<file path="src/rtl/j1_uart.sv">
// j1_uart: memory-mapped UART for the J1 core IO bus.
// 8N1 framing, programmable divisor (bit period = DIV+1 clocks), 16-deep TX
// and RX byte FIFOs, status flags with write-1-to-clear, level interrupt.
// Optional build macro J1_UART_LOOPBACK_EN adds CTRL bit2 internal loopback
// (RX synchronizer fed from uart_tx_o); without it CTRL bit2 reads 0.
// Bus handshake: io_rd_i/io_wr_i are single-cycle strobes qualified by the
// address decode; read data is combinational in the strobe cycle and any
// side effect (RX pop, TX push, register update) lands on the closing edge.

module j1_uart_fifo #(
  parameter int AW = 4
) (
  input  logic       i_clk,
  input  logic       i_rst_n,
  input  logic       i_push,
  input  logic [7:0] i_data,
  input  logic       i_pop,
  output logic [7:0] o_data,
  output logic       o_empty,
  output logic       o_full
);
  localparam int DEPTH = 1 << AW;
  localparam logic [AW:0] PTR_ONE = 1;

  logic [7:0]  r_mem [DEPTH];
  logic [AW:0] r_wp;
  logic [AW:0] r_rp;

  assign o_empty = (r_wp == r_rp);
  assign o_full  = (r_wp[AW] != r_rp[AW]) && (r_wp[AW-1:0] == r_rp[AW-1:0]);
  assign o_data  = r_mem[r_rp[AW-1:0]];

  // Pointer update; callers guarantee push only with room and pop only when non-empty.
  always_ff @(posedge i_clk or negedge i_rst_n) begin
    if (!i_rst_n) begin
      r_wp <= '0;
      r_rp <= '0;
    end else begin
      if (i_push) r_wp <= r_wp + PTR_ONE;
      if (i_pop)  r_rp <= r_rp + PTR_ONE;
    end
  end

  // Storage array, no reset needed.
  always_ff @(posedge i_clk) begin
    if (i_push) r_mem[r_wp[AW-1:0]] <= i_data;
  end
endmodule

module j1_uart #(
  parameter logic [15:0] BASE_ADDR   = 16'h6000,
  parameter int          FIFO_AW     = 4,
  parameter logic [15:0] DEFAULT_DIV = 16'd433
) (
  input  logic        sys_clk_i,
  input  logic        sys_rst_n_i,
  input  logic        io_rd_i,
  input  logic        io_wr_i,
  input  logic [15:0] io_addr_i,
  input  logic [15:0] io_dout_i,
  output logic [15:0] io_din_o,
  input  logic        uart_rx_i,
  output logic        uart_tx_o,
  output logic        irq_o
);
  typedef enum logic [1:0] {S_IDLE, S_START, S_DATA, S_STOP} state_t;

  // Address decode
  logic       w_sel;
  logic [2:0] w_off;
  logic       w_unused_addr0;
  assign w_sel = (io_addr_i[15:14] != 2'b00) && (io_addr_i[15:4] == BASE_ADDR[15:4]);
  assign w_off = io_addr_i[3:1];
  assign w_unused_addr0 = io_addr_i[0];

  logic w_wr_data, w_wr_stat, w_wr_div, w_wr_ctrl, w_rd_data;
  assign w_wr_data = io_wr_i & w_sel & (w_off == 3'd0);
  assign w_wr_stat = io_wr_i & w_sel & (w_off == 3'd1);
  assign w_wr_div  = io_wr_i & w_sel & (w_off == 3'd2);
  assign w_wr_ctrl = io_wr_i & w_sel & (w_off == 3'd3);
  assign w_rd_data = io_rd_i & w_sel & (w_off == 3'd0);

  // Registers and flags
  logic [15:0] r_div;
  logic [1:0]  r_ctrl;
  logic        r_overrun, r_frame_err, r_tx_drop;
  logic        w_lb;
  logic        w_rx_in;
  logic        w_tx;

  // FIFO wiring
  logic       w_txf_empty, w_txf_full, w_tx_push, w_tx_pop;
  logic [7:0] w_txf_data;
  logic       w_rxf_empty, w_rxf_full, w_rx_push, w_rx_pop;
  logic [7:0] w_rxf_data;

  assign w_tx_push = w_wr_data & ~w_txf_full;
  assign w_rx_pop  = w_rd_data & ~w_rxf_empty;

  j1_uart_fifo #(.AW(FIFO_AW)) u_txf (
    .i_clk(sys_clk_i), .i_rst_n(sys_rst_n_i), .i_push(w_tx_push), .i_data(io_dout_i[7:0]),
    .i_pop(w_tx_pop), .o_data(w_txf_data), .o_empty(w_txf_empty), .o_full(w_txf_full)
  );

  logic [7:0] r_rx_sh;
  j1_uart_fifo #(.AW(FIFO_AW)) u_rxf (
    .i_clk(sys_clk_i), .i_rst_n(sys_rst_n_i), .i_push(w_rx_push), .i_data(r_rx_sh),
    .i_pop(w_rx_pop), .o_data(w_rxf_data), .o_empty(w_rxf_empty), .o_full(w_rxf_full)
  );

`ifdef J1_UART_LOOPBACK_EN
  logic r_lb;
  // Loopback enable bit, CTRL bit2.
  always_ff @(posedge sys_clk_i or negedge sys_rst_n_i) begin
    if (!sys_rst_n_i)   r_lb <= 1'b0;
    else if (w_wr_ctrl) r_lb <= io_dout_i[2];
  end
  assign w_lb    = r_lb;
  assign w_rx_in = r_lb ? w_tx : uart_rx_i;
`else
  assign w_lb    = 1'b0;
  assign w_rx_in = uart_rx_i;
`endif

  // ---------------- TX path ----------------
  state_t      r_tx_state, w_tx_state_n;
  logic [15:0] r_tx_cnt, w_tx_cnt_n;
  logic [2:0]  r_tx_bit, w_tx_bit_n;
  logic [7:0]  r_tx_sh, w_tx_sh_n;

  // TX state register; reset forces IDLE so the line returns high immediately.
  always_ff @(posedge sys_clk_i or negedge sys_rst_n_i) begin
    if (!sys_rst_n_i) begin
      r_tx_state <= S_IDLE;
      r_tx_cnt   <= '0;
      r_tx_bit   <= '0;
      r_tx_sh    <= '0;
    end else begin
      r_tx_state <= w_tx_state_n;
      r_tx_cnt   <= w_tx_cnt_n;
      r_tx_bit   <= w_tx_bit_n;
      r_tx_sh    <= w_tx_sh_n;
    end
  end

  // TX next state: each bit reloads the divisor, so DIV writes apply at bit boundaries.
  always_comb begin
    w_tx_state_n = r_tx_state;
    w_tx_cnt_n   = r_tx_cnt;
    w_tx_bit_n   = r_tx_bit;
    w_tx_sh_n    = r_tx_sh;
    w_tx_pop     = 1'b0;
    case (r_tx_state)
      S_IDLE: begin
        if (!w_txf_empty) begin
          w_tx_pop     = 1'b1;
          w_tx_sh_n    = w_txf_data;
          w_tx_cnt_n   = r_div;
          w_tx_state_n = S_START;
        end
      end
      S_START: begin
        if (r_tx_cnt == 16'd0) begin
          w_tx_cnt_n   = r_div;
          w_tx_bit_n   = 3'd0;
          w_tx_state_n = S_DATA;
        end else begin
          w_tx_cnt_n = r_tx_cnt - 16'd1;
        end
      end
      S_DATA: begin
        if (r_tx_cnt == 16'd0) begin
          w_tx_cnt_n = r_div;
          w_tx_sh_n  = {1'b0, r_tx_sh[7:1]};
          if (r_tx_bit == 3'd7) w_tx_state_n = S_STOP;
          else                  w_tx_bit_n   = r_tx_bit + 3'd1;
        end else begin
          w_tx_cnt_n = r_tx_cnt - 16'd1;
        end
      end
      S_STOP: begin
        if (r_tx_cnt == 16'd0) begin
          if (!w_txf_empty) begin
            w_tx_pop     = 1'b1;
            w_tx_sh_n    = w_txf_data;
            w_tx_cnt_n   = r_div;
            w_tx_state_n = S_START;
          end else begin
            w_tx_state_n = S_IDLE;
          end
        end else begin
          w_tx_cnt_n = r_tx_cnt - 16'd1;
        end
      end
      default: w_tx_state_n = S_IDLE;
    endcase
  end

  assign w_tx = (r_tx_state == S_START) ? 1'b0 :
                (r_tx_state == S_DATA)  ? r_tx_sh[0] : 1'b1;
  assign uart_tx_o = w_tx;

  // ---------------- RX path ----------------
  logic        r_rx_s1, r_rx_s2, r_rx_s3;
  state_t      r_rx_state, w_rx_state_n;
  logic [15:0] r_rx_cnt, w_rx_cnt_n;
  logic [2:0]  r_rx_bit, w_rx_bit_n;
  logic [7:0]  w_rx_sh_n;
  logic        w_set_overrun, w_set_frame;
  logic [15:0] w_rx_half;

  assign w_rx_half = 16'(({1'b0, r_div} + 17'd1) >> 1);

  // Two-flop synchronizer plus one history flop for falling-edge detect.
  always_ff @(posedge sys_clk_i or negedge sys_rst_n_i) begin
    if (!sys_rst_n_i) begin
      r_rx_s1 <= 1'b1;
      r_rx_s2 <= 1'b1;
      r_rx_s3 <= 1'b1;
    end else begin
      r_rx_s1 <= w_rx_in;
      r_rx_s2 <= r_rx_s1;
      r_rx_s3 <= r_rx_s2;
    end
  end

  // RX state register.
  always_ff @(posedge sys_clk_i or negedge sys_rst_n_i) begin
    if (!sys_rst_n_i) begin
      r_rx_state <= S_IDLE;
      r_rx_cnt   <= '0;
      r_rx_bit   <= '0;
      r_rx_sh    <= '0;
    end else begin
      r_rx_state <= w_rx_state_n;
      r_rx_cnt   <= w_rx_cnt_n;
      r_rx_bit   <= w_rx_bit_n;
      r_rx_sh    <= w_rx_sh_n;
    end
  end

  // RX next state: half-bit wait into the start bit, then full-bit sample spacing.
  always_comb begin
    w_rx_state_n  = r_rx_state;
    w_rx_cnt_n    = r_rx_cnt;
    w_rx_bit_n    = r_rx_bit;
    w_rx_sh_n     = r_rx_sh;
    w_rx_push     = 1'b0;
    w_set_overrun = 1'b0;
    w_set_frame   = 1'b0;
    case (r_rx_state)
      S_IDLE: begin
        if (r_rx_s3 && !r_rx_s2) begin
          w_rx_cnt_n   = w_rx_half;
          w_rx_state_n = S_START;
        end
      end
      S_START: begin
        if (r_rx_cnt == 16'd0) begin
          if (r_rx_s2) begin
            w_rx_state_n = S_IDLE;
          end else begin
            w_rx_cnt_n   = r_div;
            w_rx_bit_n   = 3'd0;
            w_rx_state_n = S_DATA;
          end
        end else begin
          w_rx_cnt_n = r_rx_cnt - 16'd1;
        end
      end
      S_DATA: begin
        if (r_rx_cnt == 16'd0) begin
          w_rx_cnt_n = r_div;
          w_rx_sh_n  = {r_rx_s2, r_rx_sh[7:1]};
          if (r_rx_bit == 3'd7) w_rx_state_n = S_STOP;
          else                  w_rx_bit_n   = r_rx_bit + 3'd1;
        end else begin
          w_rx_cnt_n = r_rx_cnt - 16'd1;
        end
      end
      S_STOP: begin
        if (r_rx_cnt == 16'd0) begin
          w_rx_state_n = S_IDLE;
          if (!r_rx_s2)                       w_set_frame   = 1'b1;
          else if (!w_rxf_full || w_rx_pop)   w_rx_push     = 1'b1;
          else                                w_set_overrun = 1'b1;
        end else begin
          w_rx_cnt_n = r_rx_cnt - 16'd1;
        end
      end
      default: w_rx_state_n = S_IDLE;
    endcase
  end

  // Control registers and sticky status flags (new events win over clears).
  always_ff @(posedge sys_clk_i or negedge sys_rst_n_i) begin
    if (!sys_rst_n_i) begin
      r_div       <= DEFAULT_DIV;
      r_ctrl      <= 2'b00;
      r_overrun   <= 1'b0;
      r_frame_err <= 1'b0;
      r_tx_drop   <= 1'b0;
    end else begin
      if (w_wr_div)  r_div  <= io_dout_i;
      if (w_wr_ctrl) r_ctrl <= io_dout_i[1:0];
      r_overrun   <= (r_overrun   & ~(w_wr_stat & io_dout_i[3])) | w_set_overrun;
      r_frame_err <= (r_frame_err & ~(w_wr_stat & io_dout_i[4])) | w_set_frame;
      r_tx_drop   <= (r_tx_drop   & ~(w_wr_stat & io_dout_i[5])) | (w_wr_data & w_txf_full);
    end
  end

  logic w_rx_avail, w_tx_empty;
  assign w_rx_avail = ~w_rxf_empty;
  assign w_tx_empty = w_txf_empty & (r_tx_state == S_IDLE);
  assign irq_o = (w_rx_avail & r_ctrl[0]) | (w_tx_empty & r_ctrl[1]);

  // Read mux; zero when not selected so peripherals can be OR-combined.
  always_comb begin
    io_din_o = 16'h0000;
    if (w_sel) begin
      case (w_off)
        3'd0:    io_din_o = w_rxf_empty ? 16'h0000 : {8'h00, w_rxf_data};
        3'd1:    io_din_o = {10'h000, r_tx_drop, r_frame_err, r_overrun,
                             w_tx_empty, w_txf_full, w_rx_avail};
        3'd2:    io_din_o = r_div;
        3'd3:    io_din_o = {13'h0000, w_lb, r_ctrl};
        default: io_din_o = 16'h0000;
      endcase
    end
  end
endmodule

</file>
<file path="config.mk">
export PLATFORM = sky130hd
export DESIGN_NAME = j1_uart
export DESIGN_NICKNAME = d
export VERILOG_FILES = /design/src/rtl/j1_uart.sv
export SDC_FILE = /design/constraint.sdc
export NUM_CORES = 1
export LEC_CHECK = 0
export ABC_AREA = 1
export BUFFER_PORTS_ARGS = -buffer_cell sky130_fd_sc_hd__buf_2
export CAP_MARGIN = 20
export CORE_ASPECT_RATIO = 0.6
export CORE_MARGIN = 2
export CORE_UTILIZATION = 45
export CTS_BUF_LIST = sky130_fd_sc_hd__clkbuf_2
export CTS_CLUSTER_SIZE = 30
export DETAILED_ROUTE_END_ITERATION = 10
export SLEW_MARGIN = 20
export SYNTH_ARGS = -nofsm -noshare
export SYNTH_HDL_FRONTEND = slang
export SYNTH_SLANG_ARGS = --single-unit
</file>
<file path="constraint.sdc">
create_clock -name sys_clk_i -period 2.98 [get_ports sys_clk_i]
set_input_delay 0.298 -clock sys_clk_i [delete_from_list [all_inputs] [get_ports sys_clk_i]]
set_output_delay 0.298 -clock sys_clk_i [all_outputs]
set_load 0.01 [all_outputs]
</file>
==> results.txt <==
The number of iterations in the first detailed-routing pass is 5. After the first detailed-routing iteration, the DRC count stood at 1568. The number of setup violations in the final report is 9. In this run the biggest area consumer among cell types represents 44.0% of the synthesized area. The number of cells on the worst hold path came out at 6. The design draws 12.6 mW. The cell count after placement is 2415. STA puts the critical path data arrival time at 2.92 ns. The clock-pin slew on the worst setup and hold paths came out at 0.15 ns. In this run the cell area of the synthesized design comes to 17500 µm². The core outline area came out at 38000 µm². The top cell types in the final layout, fill and taps aside, are 381 x nand2_1, 296 x nor2_1, 256 x edfxtp_1, 213 x o21ai_0, 131 x inv_1. The final-report hold violation count came out at 0. The flow ran to the end, but the final reports show violations. The count of max-cap constraint violations is 0. The data required time at the worst endpoint is 2.68 ns. The total number of nets in the final design came out at 2126. The number of standard cells in the final layout excluding fillers came out at 2643. The cell count of the worst reg-to-reg path is 14. The per-instance average area after synthesis is 9.35 µm².

In this run the clock root is driven by a clkbuf_2. The total I/O pin count is 55. The number of warnings printed during yosys synthesis is 0. The final reports fail on setup timing. The path class of the tightest hold or removal check is in2reg. Clock tree synthesis found a total of 358 sinks.

The die width is 258 µm. The detail-routed net length per standard cell came out at 18.5 µm. The maximum single-stage delay on the critical path came out at 0.52 ns. The last weighted congestion value of the routability-driven placer is 0.906.

Entering global routing, the biggest net connects 75 pins. The most numerous cell type found on the critical path is nand2_2. The count of cell types in the netlist came out at 45. After synthesis, flip-flops and latches occupy 58.6% of the total area.

The number of port buffers came out at 53. The total routing usage reported by global routing came out at 23.9%. The starting density of the core is 46.0%. Traced cell by cell, the critical path runs through inv_8 -> buf_12 -> nor2_1 -> o211ai_1 -> nand3_1 -> nand2_2 -> nand2_2 -> a21oi_2 -> buf_2.

The number of logic stages on the critical path including buffering came out at 9. The kind of start point of the critical path is a flop. Synthesis inferred 358 register bits.

The minimum period implied by the final worst setup slack is 3.21 ns. The number of filler cells placed in the layout came out at 3516. By startpoint and endpoint, the worst setup path is classified as reg2out. The number of buffers and inverters on the critical path is 3. The library cell used most frequently in the layout, excluding fill and tap cells, is nand2_1. The portion of the clock cycle consumed by the worst path in the final layout is 108%. The maximum achievable frequency came out at 311 MHz. The gate count of the mapped netlist is 1869. The post-detailed-route DRC marker count came out at 0. The CTS buffer count came out at 85.

Ranked by total cell area, the synthesized netlist is headed by edfxtp_1 44%, dfrtp_1 13%, nand2_1 8.4%, o21ai_0 6.6%, nor2_1 6.4%. The fraction of layout cells with a size suffix above 1 came out at 17.8%. The maximum VDD drop came out at 0.000443 V. Hold timing on the final database bottoms out at a slack of 0.130 ns. The number of vias after detailed routing is 14000. Across all setup checks in the final design, the least slack found is -0.235 ns. The overall routed net length is 49000 µm. The cell family contributing the most delay on the critical path is flip-flops. The number of flops mapped to enable cells by yosys came out at 256. Global routing finished with a remaining overflow of 0. The number of antenna violations at the first check in global routing is 1. CTS built an H-tree with a depth of 3. The highest fanout seen on the critical path came out at 6.

The HPWL reported at the end of detailed placement came out at 31000 µm. The core utilization of the finished layout is 53.4%. TritonCTS built the clock tree. The worst setup skew after layout came out at 0.0888 ns.

Summed over all cells, the static leakage comes to 8.40 nW. Setup repair after global routing could not meet its margin everywhere. The via count of the first global-routing pass came to 13200.

The die span in y came out at 157 µm. The clock reaches the later pin of the worst-skew pair after 1.01 ns. The largest total area in the synthesized netlist belongs to edfxtp_1. From synthesis to final layout, the design area changed by 16.0%. The first-pass GRT wire length came out at 73900 µm. The number of pins with negative max-slew slack in the final report is 0. The count of antenna-violating nets left after detailed routing is 0.

STA classifies the critical path endpoint as a primary output. The largest individual stage delay along the critical path comes from the cell dfrtp_2. The total power per unit cell area is 621 nW/µm². The worst-case headroom to the max-slew limit came out at 49.0%. The die covers 40500 µm². The longest clock path from root to sink contains 3 buffers. The area used by sequential logic in the layout came out at 10300 µm².

The transition time of the tightest slew-check pin came out at 0.765 ns. The async set-reset flop share out of synthesis came out at 28.5%. Using the TritonRoute via totals, the vias-per-cell ratio works out to 5.30. In the synthesized netlist the dominant register cell turns out to be edfxtp_1. In this run the core area contains 55 standard-cell rows.

The number of nets handed over by synthesis was 1934. The total area of multi-input combinational cells came out at 6410 µm².
[Yosys cell counts (2+ instances only)]
| library cell | count |
|---|---|
| nor3_2 | 3 |
| dfstp_2 | 8 |
| o21ai_0 | 229 |
| nor2_1 | 299 |
| nor3_1 | 16 |
| nand3b_1 | 2 |
| dfrtp_1 | 94 |
| buf_4 | 2 |
| o22ai_1 | 10 |
| clkinv_1 | 2 |
| buf_2 | 28 |
| nor2_2 | 14 |
| xor2_1 | 28 |
| o211ai_1 | 41 |
| inv_2 | 6 |
| buf_6 | 2 |
| mux2_2 | 7 |
| nand2_4 | 4 |
| a21oi_1 | 38 |
| o31ai_1 | 3 |
| nand3_1 | 103 |
| or2_2 | 7 |
| inv_1 | 138 |
| nand3_2 | 3 |
| nand2_1 | 393 |
| nor2_4 | 4 |
| clkbuf_1 | 39 |
| nand4_1 | 19 |
| edfxtp_1 | 256 |
| o21bai_1 | 2 |
| o21ai_2 | 2 |
| nor4_1 | 2 |
| ha_1 | 28 |
| xnor2_1 | 9 |
| nand2_2 | 4 |
| o21ai_1 | 15 |
[tightest hold or removal path: stages]
cell and delay [ns]:
buf_2 0.07, nand2_1 0.10, nor2_1 0.11, nand4_1 0.21, nand3_2 0.21, o31ai_1 0.08
[kinds of logic after synthesis]
logic type,share of synthesized area (%)
xor gates and xnor gates,1.85
and+or+nand+nor,21.3
DFF,58.6
buffers and inverters,5.25
AOI/OAI and AO/OA,10.5
adders and majority gates,2.00
muxes,0.451
[stage by stage]
stage	worst slack, ns	setup TNS, ns	area [µm²]
2_1_floorplan	0.379	0	17500
3_3_place_gp	0.542	0	18500
3_5_place_dp	0.543	0	18500
4_1_cts	-0.211	-1.51	19900
5_1_grt	-0.367	-2.96	20300
6_report	-0.235	-1.51	20300
[where the power goes]
group | leakage (nW) | internal, mW | total [mW] | switching, mW
clock | 0.616 | 1.33 | 3.38 | 2.06
sequential | 3.63 | 5.62 | 5.97 | 0.348
combinational | 4.16 | 1.10 | 3.24 | 2.15
total | 8.40 | 8.04 | 12.6 | 4.55
[registers in the layout, indices dropped and copies added (netlist names), 2 cells and up, named ones only]
signal	count
r_rx_sh	8
r_div	16
u_rxf.r_rp	5
r_tx_state	2
r_rx_cnt	16
u_rxf.r_mem	128
r_tx_sh	8
r_tx_cnt	16
r_ctrl	2
r_rx_bit	3
r_tx_bit	3
u_txf.r_wp	5
u_rxf.r_wp	5
u_txf.r_rp	5
u_txf.r_mem	128
[final timing paths]
check,slack [ns],to,startpoint
min in group asynchronous,0.47,r_div[5]$_DFFE_PN1P_,sys_rst_n_i
setup reg to reg,0.42,u_rxf.r_mem[5][7]$_DFFE_PP_,u_rxf.r_rp[0]$_DFFE_PN0P_
max in group asynchronous,2.05,r_div[8]$_DFFE_PN1P_,sys_rst_n_i
hold reg to reg,0.36,r_rx_s2$_DFF_PN1_,r_rx_s1$_DFF_PN1_
hold / removal,0.13,r_overrun$_DFF_PN0_,io_addr_i[14]
setup / recovery,-0.23,io_din_o[2],u_rxf.r_rp[0]$_DFFE_PN0P_
[cell type report]
type / count / area share (%)
clock buffer: 128 / 3.16
sequential: 358 / 50.6
clock inverter: 27 / 0.852
antenna: 1 / 0.0123
timing repair buffer: 178 / 7.75
multi-input combinational: 1291 / 31.6
inverter: 147 / 2.85
tap: 513 / 3.17
[layer usage]
metal  vias to the layer above  global-route usage [%]  routed length, µm
met5                         -                       0                  0
met4                         0                    6.44                793
met3                        70                    7.21               5230
met2                       595                    33.2              20000
met1                      6613                    35.8              22900
li1                       6743                       -                  -
[what timing repair did]
| item | in CTS | in global routing |
|---|---|---|
| setup endpoints to repair | 10 | 9 |
| pin swaps | 2 | 17 |
| hold buffers | 45 | 0 |
| endpoints found under the hold margin | 262 | 0 |
| buffers inserted | 6 | 12 |
| cloned | 1 | 8 |
| resized for setup | 27 | 43 |
(Power assumes the default switching activity.)
